--- src/rtl/halflife_pkg.sv ---
// Shared definitions for the half-life decay controller: default widths,
// FSM state encoding and a small saturating-increment helper.
package halflife_pkg;

  localparam int unsigned N_DEF  = 4;
  localparam int unsigned PW_DEF = 8;

  typedef enum logic [2:0] {
    ST_IDLE  = 3'd0,
    ST_LOAD  = 3'd1,
    ST_WAIT  = 3'd2,
    ST_STEP  = 3'd3,
    ST_DONE  = 3'd4,
    ST_CLEAR = 3'd5
  } state_e;

  // Increment that sticks at all-ones; callers pass the width-limited value.
  function automatic logic [31:0] sat_inc(input logic [31:0] val, input logic [31:0] max);
    return (val >= max) ? max : val + 32'd1;
  endfunction

endpackage

--- src/rtl/halflife_prescaler.sv ---
// Cycle prescaler for the WAIT phase: counts enabled cycles and flags the
// cycle in which the count reaches period-1.
module halflife_prescaler
  import halflife_pkg::*;
#(
  parameter int unsigned PW = PW_DEF
) (
  input  logic          clk,
  input  logic          rst,
  input  logic          clear,
  input  logic          enable,
  input  logic [PW-1:0] period,
  output logic          expire
);

  logic [PW-1:0] cnt_q;

  // period is never 0 here; the controller maps 0 to 1 when latching it
  assign expire = enable && (cnt_q == (period - PW'(1)));

  always_ff @(posedge clk) begin
    if (rst) begin
      cnt_q <= '0;
    end else if (clear) begin
      cnt_q <= '0;
    end else if (enable) begin
      cnt_q <= cnt_q + PW'(1);
    end
  end

endmodule

--- src/rtl/halflife_ctrl.sv ---
// Half-life decay controller: drives an external up/down counter so that its
// value halves once every `period` cycles until it reaches zero.
module halflife_ctrl
  import halflife_pkg::*;
#(
  parameter int unsigned N  = N_DEF,
  parameter int unsigned PW = PW_DEF
) (
  input  logic          clk,
  input  logic          rst,
  input  logic          start,
  input  logic          abort,
  input  logic [N-1:0]  init_val,
  input  logic [PW-1:0] period,
  input  logic [N-1:0]  count,
  output logic          load,
  output logic [N-1:0]  in,
  output logic          up,
  output logic          down,
  output logic          busy,
  output logic          half_pulse,
  output logic          done,
  output logic [N-1:0]  hl_count
);

  state_e        state_q, state_d;
  logic [PW-1:0] period_q;
  logic [N-1:0]  target_q;
  logic [N-1:0]  hl_q;
  logic          load_q, busy_q, done_q;
  logic [N-1:0]  in_q;

  logic          pre_clear, pre_en, pre_expire;
  logic          capture, hl_inc, down_d, half_d;
  logic          at_target;

  assign pre_en    = (state_q == ST_WAIT);
  assign pre_clear = !pre_en;
  assign at_target = (count == target_q);

  halflife_prescaler #(.PW(PW)) u_prescaler (
    .clk    (clk),
    .rst    (rst),
    .clear  (pre_clear),
    .enable (pre_en),
    .period (period_q),
    .expire (pre_expire)
  );

  // Next-state and same-cycle strobes; abort overrides everything outside IDLE
  always_comb begin
    state_d = state_q;
    capture = 1'b0;
    hl_inc  = 1'b0;
    down_d  = 1'b0;
    half_d  = 1'b0;
    case (state_q)
      ST_IDLE:  if (start) state_d = ST_LOAD;
      ST_LOAD:  state_d = ST_WAIT;
      ST_WAIT: begin
        if (count == '0) begin
          state_d = ST_DONE;
        end else if (pre_expire) begin
          capture = 1'b1;
          state_d = ST_STEP;
        end
      end
      ST_STEP: begin
        if (!at_target) begin
          down_d = 1'b1;
        end else begin
          hl_inc = 1'b1;
          if (target_q == '0) begin
            state_d = ST_DONE;
          end else begin
            half_d  = 1'b1;
            state_d = ST_WAIT;
          end
        end
      end
      ST_DONE:  state_d = ST_IDLE;
      ST_CLEAR: state_d = ST_IDLE;
      default:  state_d = ST_IDLE;
    endcase
    if (abort && (state_q != ST_IDLE)) begin
      state_d = ST_CLEAR;
      capture = 1'b0;
      hl_inc  = 1'b0;
      down_d  = 1'b0;
      half_d  = 1'b0;
    end
  end

  always_ff @(posedge clk) begin
    if (rst) begin
      state_q  <= ST_IDLE;
      period_q <= '0;
      target_q <= '0;
      hl_q     <= '0;
      load_q   <= 1'b0;
      in_q     <= '0;
      busy_q   <= 1'b0;
      done_q   <= 1'b0;
    end else begin
      state_q <= state_d;
      if ((state_q == ST_IDLE) && start) begin
        period_q <= (period == '0) ? PW'(1) : period;
        hl_q     <= '0;
      end else if (hl_inc) begin
        hl_q <= N'(sat_inc(32'(hl_q), 32'({N{1'b1}})));
      end
      if (capture) target_q <= count >> 1;
      // LOAD is only entered from IDLE with start, so init_val is latched here
      load_q <= (state_d == ST_LOAD) || (state_d == ST_CLEAR);
      in_q   <= (state_d == ST_LOAD) ? init_val : '0;
      busy_q <= (state_d != ST_IDLE);
      done_q <= (state_d == ST_DONE);
    end
  end

  assign load       = load_q;
  assign in         = in_q;
  assign up         = 1'b0;
  assign down       = down_d;
  assign busy       = busy_q;
  assign half_pulse = half_d;
  assign done       = done_q;
  assign hl_count   = hl_q;

endmodule

--- config.mk ---
export PLATFORM = sky130hd
export DESIGN_NAME = halflife_ctrl
export DESIGN_NICKNAME = d
export VERILOG_FILES = /design/src/rtl/halflife_pkg.sv /design/src/rtl/halflife_prescaler.sv /design/src/rtl/halflife_ctrl.sv
export SDC_FILE = /design/constraint.sdc
export NUM_CORES = 1
export LEC_CHECK = 0
export BUFFER_PORTS_ARGS = -buffer_cell sky130_fd_sc_hd__buf_4
export CORE_MARGIN = 2
export CORE_UTILIZATION = 44
export DETAILED_ROUTE_END_ITERATION = 10
export MAX_ROUTING_LAYER = met4
export PLACE_DENSITY = 0.78
export SYNTH_ARGS = -nofsm -noshare
export SYNTH_HDL_FRONTEND = slang
export SYNTH_SLANG_ARGS = --single-unit
export TNS_END_PERCENT = 50
--- constraint.sdc ---
create_clock -name clk -period 2.6 [get_ports clk]
set_input_delay 0.26 -clock clk [delete_from_list [all_inputs] [get_ports clk]]
set_output_delay 0.26 -clock clk [all_outputs]
set_load 0.03 [all_outputs]
Yosys cells after proc, flatten, opt, wreduce, memory -nomap -nowiden
Cells that the tools add are included.
- register bits: 33
- bits in latches: 0
- bits in writable memories: 0
- ROM bits: 0
- input bits: 20
- output and inout port bits: 14
- word-level logic and storage cells: 59
- memories: 0
- add/sub/neg operators: 3
- multipliers: 0
- divide/modulo/power cells: 0
- order comparisons: 1
- equal/unequal tests: 8
- shift-type cells: 0
- muxes and demuxes: 23
- bitwise operators: 2
- reductions and logical operators: 13
- operators with widths (kind ; number):
    $mux 3 ; 6
    $mux 1 ; 14
    $pmux 3 s4 ; 1
    $add 8x1->8 const B ; 1
    $eq 8x8->1 ; 1
    $logic_not 4->1 ; 2
    $logic_not 8->1 ; 1
    $mux 8 ; 1
    $sub 8x1->8 const B ; 1
    $eq 3x1->1 const B ; 2
    $eq 3x2->1 const B ; 2
    $eq 3x3->1 const B ; 2
    $reduce_bool 3->1 ; 2
    $reduce_or 2->1 ; 3
    $add 4x1->4 const B ; 1
    $eq 4x3->1 ; 1
    $ge 4x4->1 const B ; 1
    $mux 4 ; 1
    $logic_and 1x1->1 ; 3
    $logic_not 3->1 ; 1
    $not 1->1 ; 2
    $logic_or 1x1->1 ; 1

Logic depth before layout (Yosys ltp)
- depth in word-level cells: 10
- gate-level depth with buffers: 8
- mapped depth without buffers: 8

Hierarchy
Synthesis repeated with hierarchy kept, for this count alone.
- cell total of the unflattened synthesis: 194
- area, all modules: 1692.9 µm²
- by module, submodules not included (module ; instances ; cells each ; area an instance (µm²) ; sequential area each (µm²)):
    halflife_ctrl ; 1 ; 124 ; 1113.6 ; 500.5
    halflife_prescaler ; 1 ; 70 ; 579.3 ; 160.2

Worst setup path before layout
Ideal clock, no wire load.
- path type: flip-flop to output port
- start point: reg target_q[0]
- end point: out half_pulse
- arrival: 1.884 ns
- data required time: 2.340 ns
- path slack: 0.456 ns
- stages on the path, launching flop included: 5
- path buffers: 0
- path through: dfxtp_1 xor2_1 nor4_1 nor4b_4 nor2b_1
- word-level cells in the longest chain between the ends: 5
- elaborated cells between the ends (all ways): 6
- those cells by class: eq/ne: 1; mux: 4; reduce/logical: 1
- RTL lines (what ; line ; source):
    start, declared ; halflife_ctrl.sv:28 ; logic [N-1:0] target_q;
    start signal, assigned ; halflife_ctrl.sv:112 ; if (capture) target_q <= count >> 1;
    $logic_not 4->1 ; halflife_ctrl.sv:73 ; if (target_q == '0) begin
    $mux 1 ; halflife_ctrl.sv:73 ;
    $mux 1 (*) ; halflife_ctrl.sv:69 ; if (!at_target) begin
    $mux 1 (*) ; halflife_ctrl.sv:57 ; case (state_q)
    $mux 1 (*) ; halflife_ctrl.sv:85 ; if (abort && (state_q != ST_IDLE)) begin
    end, declared ; halflife_ctrl.sv:21 ; output logic half_pulse,
Every way passes the cells marked *; elsewhere a longest branch is shown, timed or not.

Worst setup path in the final report
Ends and elaborated chain as after synthesis.

==> impl_metrics.ini <==
[timing]
finalCriticalPeriod_ns = 2.28
max_freq_mhz = 438
finalSetupViolCount = 0
rsz0062_at_grt = false
maxSlewViolCount = 0
min_period_over_period_pct = 87.8
hold_viol_final = 0
finClkSkew_ns = 0.00198
setup_tns_ns = 0

[clock_network]
clkTransAtPathRegs_ns = 0.07
clock_latency_ns = 0.28
cts_max_level = 2
cts_root_buf = clkbuf_8
cts_tree = done
cts-hold-fix-buffers = 0
cts.sinks = 33
post-cts-setup-buffers = 0
cts_resized = 0
tritoncts.num_buffers = 5
clockBufferDepth = 2

[yosys]
synthFlopType = dfxtp_1
ys_types = 44
yosysSeqAreaShare_pct = 39.5
synth_top_family_by_area = simple AND/OR/NAND/NOR gates
synth-simple-area-share_pct = 30.5
synth-compound-area-share_pct = 14.9
synth_warnings = 0
async_reset_ff_share_pct = 0
synth_xor_xnor_area_share_pct = 8.89
avgSynthCellArea_sq_um = 8.50
postSynthCellCount = 197
yosys.area_share.adder_pct = 2.24
synth_mux_area_share_pct = 0
synth_edf_count = 0
yosys_register_bits = 33
synth_area_sq_um = 1670
syn-num-nets = 220

[setup_path]
cp.arrival_ns = 2.02
reg2reg_from = period_q[0]$_SDFFE_PP0P_
required_ns = 2.34
cp_max_fo = 8
worst-r2r-cell-count = 8
startpoint_type = register
path_class = register to output port
endpoint_kind = output port
crit_start = target_q[0]$_SDFFE_PP0P_
r2r_slack_ns = 0.40
reg2reg_to = in[3]$_SDFF_PP0_

[routing]
first_pass_iters = 4
ant_nets = 0
via_per_inst = 5.23
wire_per_inst_um = 11.9
vias = 1454
drt-total-wl_mm = 3.30
drt-initial-drc-count = 48
route.detailed.drc = 0

[die]
boundaryPins = 34
design.die.area_sq_um = 4310
initial_utilization_pct = 45.7
die_h_um = 65.7
rows = 22
die_w_um = 65.7
core-area_sq_um = 3660

[outcome]
outcome = completed

[flow_run]
drv_cap = 0

[min_path]
min_delay_path_depth = 3
hp-class = input port to register
holdCritStartpoint = period[7]
hold_end = period_q[7]$_SDFFE_PP0P_

[layout]
n_antenna_cell = 0
final_core_util_pct = 57.0
n_fill_cell = 351
fin_nets = 252
layoutNonFillerInstCount = 278
areaGrowthSynthToFinish_pct = 24.6
layout-drive-gt1-share_pct = 23.0

[place]
place_congestion = 0.885
dpl.hpwl_mm = 2.51
dp.cells = 270
io_buffers = 32

[global_routing]
grt_pass1_vias = 1204
grt_pass1_wl_mm = 5.44
grt_overflow = 0
grt_antenna_before_repair = 0
grt_max_degree = 19
grt_usage_pct = 17.1

[power]
worst_ir_drop_vdd_mv = 0.321
power_density_nw_per_um2 = 630
p_leak_nw = 0.820
==> cell type report <==
cell class / instances / area [sq um] / area share [%]
Clock buffer: 5 / 68.8 / 3.30
Timing Repair Buffer: 34 / 255 / 12.2
Tap cell: 48 / 60.1 / 2.88
Inverter: 7 / 26.3 / 1.26
Sequential cell: 33 / 661 / 31.7
Multi-Input combinational cell: 148 / 950 / 45.5
Clock inverter: 3 / 65.1 / 3.12
==> sequential cells by signal (all words and copies together) (netlist names) <==
name and count:
state_q 3, period_q 8, in 4, u_prescaler.cnt_q 8
done 1, load 1, busy 1, hl_count 4
target_q 3
==> cell usage after synthesis (2+ instances only) <==
library cell / n / area share (%)
o21ai_0: 5 / 1.5
a31oi_1: 2 / 0.75
ha_1: 3 / 2.2
nor4_1: 6 / 2.2
nor3_1: 6 / 1.8
dfxtp_1: 33 / 39
nor2b_1: 4 / 1.5
or3_1: 2 / 0.75
xnor2_1: 5 / 2.6
nand4_1: 2 / 0.75
and4bb_2: 4 / 3.0
a41oi_1: 2 / 1.0
clkbuf_1: 8 / 1.8
xor2_1: 12 / 6.3
nand2_1: 19 / 4.3
nor2_1: 19 / 4.3
a21oi_1: 12 / 3.6
nor3b_1: 2 / 0.90
nand2b_1: 4 / 1.5
nand3_1: 14 / 4.2
and3_1: 2 / 0.75
inv_1: 7 / 1.6
a211oi_1: 2 / 0.90
or2_2: 2 / 0.75
==> logic make-up after synthesis <==
family          count (synthesis)
compound gates                 35
xor+xnor                       17
fa+ha+maj                       3
buf+inv                        16
flops                          33
other cells                     1
simple gates                   92
==> power breakdown <==
group	switching, mW	internal, mW	leakage, nW
clock network	0.185	0.381	0.0681
registers	0.0224	0.528	0.269
logic	0.108	0.0916	0.483
total	0.315	1.00	0.820
==> layer usage <==
layer	vias up	GRT usage (%)	routed length, um
met1	654	23.9	1680
met4	0	7.03	41
met3	4	5.31	161
met2	35	22.5	1420
met5	-	-	0
li1	761	-	-
==> how the worst max path moves through the flow <==
stage / end / cells past startpoint / slack, ns
floorplan: half_pulse / 4 / 0.46
global placement: in[0]$_SDFF_PP0_ / 8 / 0.49
detailed placement: in[1]$_SDFF_PP0_ / 8 / 0.41
CTS: half_pulse / 6 / 0.31
global route: in[1]$_SDFF_PP0_ / 6 / 0.16
finish: half_pulse / 6 / 0.32
==> through the flow <==
step                      hold slack (ns)  power, mW  worst slack, ns  area (sq um)
after floorplan                     0.396      0.699            0.456          1670
after global placement              0.467      0.759            0.485          1950
after detailed placement            0.473      0.761            0.413          1950
after CTS                           0.222       1.33            0.311          2090
after global routing                0.235       1.38            0.162          2090
final                               0.233       1.32            0.318          2090
==> placed cells by master (no fill, tap or decap), types with 2 or more instances in the layout <==
cell type	instances
a211oi_1	2
a21oi_1	12
a31oi_1	2
a41oi_1	2
and3_1	2
and4bb_2	4
buf_4	34
bufinv_16	2
clkbuf_8	5
dfxtp_1	33
ha_1	3
inv_1	7
nand2_1	19
nand2b_1	4
nand3_1	14
nand4_1	2
nor2_1	19
nor2b_1	4
nor3_1	6
nor3b_1	2
nor4_1	6
o21ai_0	5
or2_2	2
or3_1	2
xnor2_1	5
xor2_1	12
==> critical path: stages (launching register included) <==
cell and delay, ns:
dfxtp_1 0.33, xor2_1 0.16, nor4_1 0.28, buf_4 0.19
nor4b_4 0.40, nor2b_1 0.21, buf_4 0.17
Power figures use the tool's default switching activity.
